===== src/rtl/pingpong_ctrl.sv =====
// Write/read sequencer for the two-bank ping-pong I2S sample RAM.
// Define PINGPONG_CTRL_DROP_CNT_EN to build the saturating dropped-sample counter.
module pingpong_ctrl #(
   parameter int DEPTH  = 256,
   parameter int DATA_W = 24,
   parameter int ADDR_W = $clog2(DEPTH)
) (
   input  logic              clk_i,
   input  logic              rst_ni,
   input  logic              enable_i,
   input  logic [DATA_W-1:0] sample_i,
   input  logic              sample_valid_i,
   output logic              ram_we_o,
   output logic [ADDR_W:0]   ram_waddr_o,
   output logic [DATA_W-1:0] ram_wdata_o,
   input  logic [ADDR_W-1:0] rd_addr_i,
   output logic [ADDR_W:0]   ram_raddr_o,
   output logic              buffer_ready_o,
   output logic              buffer_bank_o,
   input  logic              release_i,
   output logic              overrun_o,
   output logic [15:0]       drop_cnt_o
);

   localparam logic [1:0] ST_IDLE  = 2'd0;
   localparam logic [1:0] ST_FILL  = 2'd1;
   localparam logic [1:0] ST_STALL = 2'd2;

   logic [1:0]        state_q, state_d;
   logic [ADDR_W-1:0] wptr_q, wptr_d;
   logic              wbank_q, wbank_d;
   logic              we_q, we_d;
   logic [ADDR_W:0]   waddr_q, waddr_d;
   logic [DATA_W-1:0] wdata_q, wdata_d;
   logic              ready_q, ready_d;
   logic              rbank_q, rbank_d;
   logic              pend_q, pend_d;
   logic              pend_bank_q, pend_bank_d;
   logic              overrun_q, overrun_d;

   logic rel_ok;
   logic held;
   logic last_word;

   assign rel_ok    = release_i & ready_q;
   // The release is applied before the completion check, so a same-cycle release frees the bank.
   assign held      = ready_q & ~release_i;
   assign last_word = &wptr_q;

   always_comb begin
      // NOTE: every signal gets a default before the case so no path leaves it unassigned (no latches).
      state_d     = state_q;
      wptr_d      = wptr_q;
      wbank_d     = wbank_q;
      we_d        = 1'b0;
      waddr_d     = waddr_q;
      wdata_d     = wdata_q;
      ready_d     = ready_q;
      rbank_d     = rbank_q;
      pend_d      = 1'b0;
      pend_bank_d = pend_bank_q;
      overrun_d   = overrun_q;

      if (rel_ok) ready_d = 1'b0;
      // A completed bank is shown one cycle after its last write so the word is already in RAM.
      if (pend_q) begin
         ready_d = 1'b1;
         rbank_d = pend_bank_q;
      end

      case (state_q)
         ST_IDLE: begin
            if (enable_i) begin
               state_d = ST_FILL;
               wptr_d  = '0;
            end
         end
         ST_FILL: begin
            if (!enable_i) begin
               state_d = ST_IDLE;
               wptr_d  = '0;
            end else if (sample_valid_i) begin
               we_d    = 1'b1;
               waddr_d = {wbank_q, wptr_q};
               wdata_d = sample_i;
               if (!last_word) begin
                  wptr_d = wptr_q + ADDR_W'(1);
               end else if (!held) begin
                  pend_d      = 1'b1;
                  pend_bank_d = wbank_q;
                  wbank_d     = ~wbank_q;
                  wptr_d      = '0;
               end else begin
                  state_d = ST_STALL;
               end
            end
         end
         ST_STALL: begin
            if (!enable_i) begin
               state_d = ST_IDLE;
               wptr_d  = '0;
            end else begin
               if (sample_valid_i) overrun_d = 1'b1;
               if (rel_ok) begin
                  pend_d      = 1'b1;
                  pend_bank_d = wbank_q;
                  wbank_d     = ~wbank_q;
                  wptr_d      = '0;
                  state_d     = ST_FILL;
               end
            end
         end
         default: begin
            state_d = ST_IDLE;
            wptr_d  = '0;
         end
      endcase
   end

   always_ff @(posedge clk_i) begin
      // NOTE: state registers use non-blocking assignments so every flop samples pre-edge values.
      if (!rst_ni) begin
         state_q     <= ST_IDLE;
         wptr_q      <= '0;
         wbank_q     <= 1'b0;
         we_q        <= 1'b0;
         waddr_q     <= '0;
         wdata_q     <= '0;
         ready_q     <= 1'b0;
         rbank_q     <= 1'b0;
         pend_q      <= 1'b0;
         pend_bank_q <= 1'b0;
         overrun_q   <= 1'b0;
      end else begin
         state_q     <= state_d;
         wptr_q      <= wptr_d;
         wbank_q     <= wbank_d;
         we_q        <= we_d;
         waddr_q     <= waddr_d;
         wdata_q     <= wdata_d;
         ready_q     <= ready_d;
         rbank_q     <= rbank_d;
         pend_q      <= pend_d;
         pend_bank_q <= pend_bank_d;
         overrun_q   <= overrun_d;
      end
   end

`ifdef PINGPONG_CTRL_DROP_CNT_EN
   logic        drop_strobe;
   logic [15:0] drop_cnt_q;

   assign drop_strobe = (state_q == ST_STALL) & enable_i & sample_valid_i;

   always_ff @(posedge clk_i) begin
      if (!rst_ni) begin
         drop_cnt_q <= '0;
      end else if (drop_strobe && drop_cnt_q != 16'hFFFF) begin
         drop_cnt_q <= drop_cnt_q + 16'd1;
      end
   end

   assign drop_cnt_o = drop_cnt_q;
`else
   assign drop_cnt_o = '0;
`endif

   assign ram_we_o       = we_q;
   assign ram_waddr_o    = waddr_q;
   assign ram_wdata_o    = wdata_q;
   assign ram_raddr_o    = {rbank_q, rd_addr_i};
   assign buffer_ready_o = ready_q;
   assign buffer_bank_o  = rbank_q;
   assign overrun_o      = overrun_q;

endmodule


===== config.mk =====
export PLATFORM = sky130hd
export DESIGN_NAME = pingpong_ctrl
export DESIGN_NICKNAME = d
export VERILOG_FILES = /design/src/rtl/pingpong_ctrl.sv
export SDC_FILE = /design/constraint.sdc
export NUM_CORES = 1
export LEC_CHECK = 0
export CORE_ASPECT_RATIO = 1.5
export CORE_MARGIN = 4
export CORE_UTILIZATION = 35
export DETAILED_ROUTE_END_ITERATION = 8
export GPL_TIMING_DRIVEN = 0
export PLACE_DENSITY = 0.66
export SLEW_MARGIN = 20
export SYNTH_ARGS = -nofsm -noshare
export SYNTH_HDL_FRONTEND = slang
export SYNTH_SLANG_ARGS = --single-unit

===== constraint.sdc =====
create_clock -name clk_i -period 3 [get_ports clk_i]
set_input_delay 0.6 -clock clk_i [delete_from_list [all_inputs] [get_ports clk_i]]
set_output_delay 0.6 -clock clk_i [all_outputs]
set_load 0.01 [all_outputs]

==> results.sh, run 1 <==
export IMPL_synth_seq_area_share_pct=43.2
export IMPL_grt_remaining_overflow=0
export IMPL_status="finished, final reports clean"
export IMPL_crit_path_end_kind="flip-flop"
export IMPL_min_delay_start="ram_wdata_o[17]"
export IMPL_critPathSlowestCell="clkdlybuf4s50_1"
export IMPL_reg2reg_depth=8
export IMPL_tns_ps=0
export IMPL_ios=99
export IMPL_r2r_start="state_q[1]"
export IMPL_clock_tree_root_cell="clkbuf_8"
export IMPL_async_flop_share_pct=0
export IMPL_synthTopCellsByArea="dfxtp_1 (43%), nand2_1 (13%), a21boi_0 (11%)"
export IMPL_grt_pass1_vias=2097
export IMPL_place_congestion=0.866
export IMPL_yosys_area_top_type_share_pct=43.2
export IMPL_tightest_slew_ps=550
export IMPL_r2r_end="ram_waddr_o[2]"
export IMPL_holdPathStages=2
export IMPL_path_class="primary input to flip-flop"
export IMPL_yosys_warnings=0
export IMPL_worstPathArrival_ps=2400
export IMPL_post_cts_buffers=0
export IMPL_yosysTopAreaCell="dfxtp_1"
export IMPL_drc=0
export IMPL_post_drt_wl_per_cell_um=12.3
export IMPL_synthTopCellsByCount="nand2_1 (79), dfxtp_1 (50), a21boi_0 (33)"
export IMPL_start_util_pct=35.7
export IMPL_drive_gt1_share_pct=10.3
export IMPL_via_count=2126
export IMPL_fin_skew_ps=7.23
export IMPL_nets=419
export IMPL_clock_sinks=50
export IMPL_drtPass1Iterations=4
export IMPL_final_antenna_net_count=0
export IMPL_synth_edf_count=0
export IMPL_power_density_nw_per_um2=489
export IMPL_htree_levels=2
export IMPL_p_leak_uw=0.00124
export IMPL_hold_class="flip-flop to flip-flop"
export IMPL_critical_path_max_stage_delay_ps=600
export IMPL_ctsResizeCount=0
export IMPL_r2r_slack_ps=1000
export IMPL_post_route_min_period_ps=2190
export IMPL_port_buffers=74
export IMPL_path_max_fanout=10
export IMPL_dp_hpwl_um=4310
export IMPL_antenna_found_initial=0
export IMPL_core_area_um2=6490
export IMPL_grt_pass1_wl_um=9180
export IMPL_syn_area_per_cell_um2=8.24
export IMPL_cp_start_kind="primary input"
export IMPL_area_delta_synth_final_pct=44.7
export IMPL_maxCapViolations=0
export IMPL_synth_cell_area_um2=2310
export IMPL_rsz0062_at_grt="false"
export IMPL_whs_endpoint="ram_wdata_o[17]"
export IMPL_grt_max_degree=16
export IMPL_via_per_inst=4.68
export IMPL_irDropWorstVdd_mv=0.251
export IMPL_relSlewSlack_pct=63.0
export IMPL_clkLatencyLatePin_ps=300
export IMPL_drtIter0Drc=60
export IMPL_die_y_um=108
export IMPL_synth_distinct_cells=38
export IMPL_rows=36
export IMPL_synth_most_common_cell="nand2_1"
export IMPL_setup_viol=0
export IMPL_synth_cells=281
export IMPL_final_max_slew_violation_count=0
export IMPL_finalHoldViolations=0
export IMPL_yosys_most_used_dff="dfxtp_1"
export IMPL_fillCellCount=640
export IMPL_cts_buffers=5
export IMPL_drt_wl_total_um=5570
export IMPL_diodes=0
export IMPL_finalPower_uw=1640
export IMPL_grt_usage_pct=14.4
export IMPL_cts_tree="yes"
export IMPL_max_freq_mhz=457
export IMPL_path_clk_slew_ps=80
export IMPL_cts_hold_buf=0
export IMPL_cts_path_max_buffers=2
export IMPL_crit_chain="clkdlybuf4s50_1 > nand2_1 > nor2_1 > clkbuf_1 > nand2_1 > a21boi_0"
export IMPL_synth_seq_cells=50
export IMPL_fin_crit_sh_pct=72.9
export IMPL_die_x_um=74.4
export IMPL_path_common_cell="nand2_1"
export IMPL_die_area_um2=8010
export IMPL_required_ps=3220
cell type report:
class	count	area, µm²	area share (%)
clock inverters	2	60.1	1.79
inverters	5	18.8	0.560
flip-flops and latches	50	1000	29.9
plain buffers	37	234	6.99
multi-input cells	204	1120	33.4
repair buffers	74	741	22.1
clock buffers	6	82.6	2.47
well taps	76	95.1	2.84
worst max-delay path, delay by kind of cell:
| kind | cells | cell delay, ps |
|---|---|---|
| AO/OA/AOI/OAI | 1 | 160 |
| buffers and inverters | 2 | 1020 |
| AND/OR/NAND/NOR | 3 | 610 |
cell families after synthesis:
family	Yosys count	share of synthesized area (%)
buf+inv	42	10.9
flops	50	43.2
compound gates	55	17.2
mux	1	0.432
xor+xnor	4	1.51
simple gates	123	23.8
fa+ha+maj	5	2.70
other cells	1	0.162
layer usage:
layer	track usage, %	routed length, µm
met1	15.9	2240
met2	24.9	2680
met3	3.08	458
met4	7.51	191
met5	0	0
registers in the layout (all words and copies together), names as in the netlist:
signal          count
pend_q              1
wptr_q              8
buffer_ready_o      1
buffer_bank_o       1
pend_bank_q         1
overrun_o           1
ram_waddr_o         9
state_q             2
ram_wdata_o        24
ram_we_o            1
wbank_q             1
cell usage in the layout (no fill, tap or decap), drive strengths merged, types with 2 or more instances in the layout:
cell type / netlist / final
a211oi: 2 / 2
nor2: 11 / 11
inv: 5 / 5
nor2b: 5 / 5
a21oi: 3 / 3
and2: 2 / 2
clkdlybuf4s50: 0 / 74
buf: 26 / 26
ha: 5 / 5
clkbuf: 11 / 17
dfxtp: 50 / 50
or4: 2 / 2
nor3: 2 / 2
nand2: 79 / 79
nand3: 13 / 13
o21ai: 6 / 6
conb: 1 / 16
a31oi: 3 / 3
a21boi: 34 / 34
nand2b: 2 / 2
nand4: 2 / 2
bufinv: 0 / 2
and3: 2 / 2
xnor2: 4 / 4
through the flow:
stage                     util (%)  setup WS [ps]  hold WS (ps)  std cells  area (µm²)
after floorplan                  -           1310           444        296        2370
after global placement        49.4            514           450        446        3210
after detailed placement      49.4            469           458        446        3210
after CTS                     51.6            785           472        454        3350
after global routing          51.6            566           483        454        3350
final                         51.6            813           466        454        3350
where the power goes:
group / switching (µW) / total, µW / internal, µW
logic: 182 / 352 / 170
registers: 21.0 / 717 / 696
clock network: 214 / 570 / 355
worst max path at each step:
stage	to	cells past startpoint	startpoint
floorplan	state_q[1]	6	wptr_q[0]
global route	ram_waddr_o[2]	6	enable_i
finish	ram_waddr_o[2]	6	enable_i
CTS	ram_waddr_o[1]	6	enable_i
detailed placement	ram_waddr_o[2]	6	enable_i
global placement	ram_waddr_o[1]	6	enable_i
Power figures use the tool's default switching activity.
==> inputs of run 2 (changes only) <==
- clock period: 3 -> 2.05 ns (I/O delays scaled with it)
==> results.sh, run 2 (same netlist as run 1, synthesis figures left out) <==
export IMPL_fin_skew_ps=7.54
export IMPL_post_route_min_period_ps=1870
export IMPL_dpl_worst_slack_ps=-291
export IMPL_nets=419
export IMPL_placed_cell_area_um2=3210
export IMPL_fin_area_um2=3360
export IMPL_worstSetupStartpoint="wptr_q[0]"
export IMPL_htree_levels=2
export IMPL_critPathSlowestCell="or4_4"
export IMPL_port_buffers=74
export IMPL_setup_viol=0
export IMPL_reg2reg_depth=6
export IMPL_largest_reg_flops=24
export IMPL_core_area_um2=6490
export IMPL_grt_remaining_overflow=0
export IMPL_pwr_share_comb_pct=21.6
export IMPL_drive_gt1_share_pct=12.4
export IMPL_clock_tree_root_cell="clkbuf_8"
export IMPL_area_delta_synth_final_pct=45.4
export IMPL_timing_critical_path_to="state_q[0]"
export IMPL_switchingPower_uw=616
export IMPL_post_drt_wl_per_cell_um=12.3
export IMPL_path_max_fanout=6
export IMPL_finalHoldViolations=0
export IMPL_path_class="flip-flop to flip-flop"
export IMPL_max_freq_mhz=535
export IMPL_die_x_um=74.4
export IMPL_crit_path_end_kind="flip-flop"
export IMPL_final_antenna_net_count=0
export IMPL_path_clk_slew_ps=90
export IMPL_required_ps=2270
export IMPL_grt_pass1_vias=2097
export IMPL_via_count=2131
export IMPL_critical_path_max_stage_delay_ps=550
export IMPL_hold_class="flip-flop to flip-flop"
export IMPL_final_cell_mix="nand2_1 (79), clkdlybuf4s50_1 (74), dfxtp_1 (50), a21boi_0 (33), buf_4 (25)"
export IMPL_ios=99
export IMPL_rsz0062_at_grt="false"
export IMPL_rows=36
export IMPL_r2r_end="state_q[0]"
export IMPL_fin_crit_sh_pct=91.2
export IMPL_via_per_inst=4.69
export IMPL_start_util_pct=35.7
export IMPL_grt_max_degree=16
export IMPL_r2r_slack_ps=180
export IMPL_mostFrequentLayoutCell="nand2_1"
export IMPL_maxCapViolations=0
export IMPL_ctsResizeCount=0
export IMPL_drc=0
export IMPL_place_congestion=0.866
export IMPL_final_max_slew_violation_count=0
export IMPL_fin_ws_ps=181
export IMPL_grt_usage_pct=14.4
export IMPL_drt_wl_total_um=5580
export IMPL_cts_tree="yes"
export IMPL_power_frac_seq_pct=43.6
export IMPL_die_area_um2=8010
export IMPL_r2r_start="wptr_q[0]"
export IMPL_dp_hpwl_um=4310
export IMPL_cp_start_kind="flip-flop"
export IMPL_drtPass1Iterations=4
export IMPL_crit_chain="ha_1 > nand4_4 > or4_4 > a21oi_2 > nand3_1 > o21ai_0"
export IMPL_pwr_share_clk_pct=34.8
export IMPL_drtIter0Drc=51
export IMPL_p_int_uw=1790
export IMPL_fillCellCount=638
export IMPL_clock_sinks=50
export IMPL_diodes=0
export IMPL_power_density_nw_per_um2=716
export IMPL_post_cts_buffers=0
export IMPL_die_y_um=108
export IMPL_worstPathArrival_ps=2090
export IMPL_cts_hold_buf=0
export IMPL_clkLatencyLatePin_ps=300
export IMPL_status="finished, final reports clean"
export IMPL_grt_pass1_wl_um=9180
export IMPL_irDropWorstVdd_mv=0.368
export IMPL_cts_buffers=5
export IMPL_netSwitchingFraction_pct=25.6
export IMPL_antenna_found_initial=0
export IMPL_cts_path_max_buffers=2
export IMPL_tns_ps=0
export IMPL_p_leak_uw=0.00126
run 2: cell count changes in the layout (fill, tap and decap cells not counted), sizes merged:
cell | before | now
buf | 26 | 27
clkbuf | 17 | 16
run 2: area by class of cell:
class                   count  area (µm²)  share of cell area (%)
repair buffers             74         741                    22.0
clock buffers               6        82.6                    2.45
clock inverters             2        60.1                    1.79
plain buffers              37         241                    7.18
flip-flops and latches     50        1000                    29.8
inverters                   5        18.8                   0.558
multi-input cells         204        1120                    33.4
well taps                  76        95.1                    2.83
run 2: metal layers:
metal,vias up,share of wire (%),global-route usage (%)
li1,1077,-,-
met1,954,40,15.9
met2,84,49,24.9
met3,16,8.1,3.08
met4,0,3.2,7.51
met5,-,0,0
run 2: power by group through the flow:
stage	combinational, µW	clock [µW]	sequential, µW
6_report	520	838	1050
3_5_place_dp	519	0	1070
2_1_floorplan	288	0	1090
3_3_place_gp	516	0	1070
4_1_cts	521	865	1050
5_1_grt	584	910	1060
run 2: through the flow:
stage / util (%) / hold WS (ps) / power, µW / cells
after floorplan: - / 444 / 1370 / 296
after global placement: 49.4 / 450 / 1590 / 446
after detailed placement: 49.4 / 458 / 1590 / 446
after CTS: 51.6 / 472 / 2440 / 454
after global routing: 51.9 / 483 / 2550 / 454
final: 51.9 / 466 / 2410 / 454
run 2: critical path: cells and delay by family (launching register included):
family | cells | cell delay [ps]
compound gates | 2 | 300
flops | 1 | 430
simple gates | 3 | 810
fa+ha+maj | 1 | 260
run 2: worst min-delay path by stage:
| stage | startpoint | end | slack (ps) | cells past startpoint |
|---|---|---|---|---|
| floorplan | pend_bank_q | pend_bank_q | 440 | 2 |
| global placement | ram_wdata_o[23] | ram_wdata_o[23] | 450 | 2 |
| detailed placement | ram_wdata_o[16] | ram_wdata_o[16] | 460 | 2 |
| CTS | ram_wdata_o[16] | ram_wdata_o[16] | 470 | 2 |
| global route | ram_wdata_o[17] | ram_wdata_o[17] | 480 | 2 |
| finish | ram_wdata_o[16] | ram_wdata_o[16] | 470 | 2 |
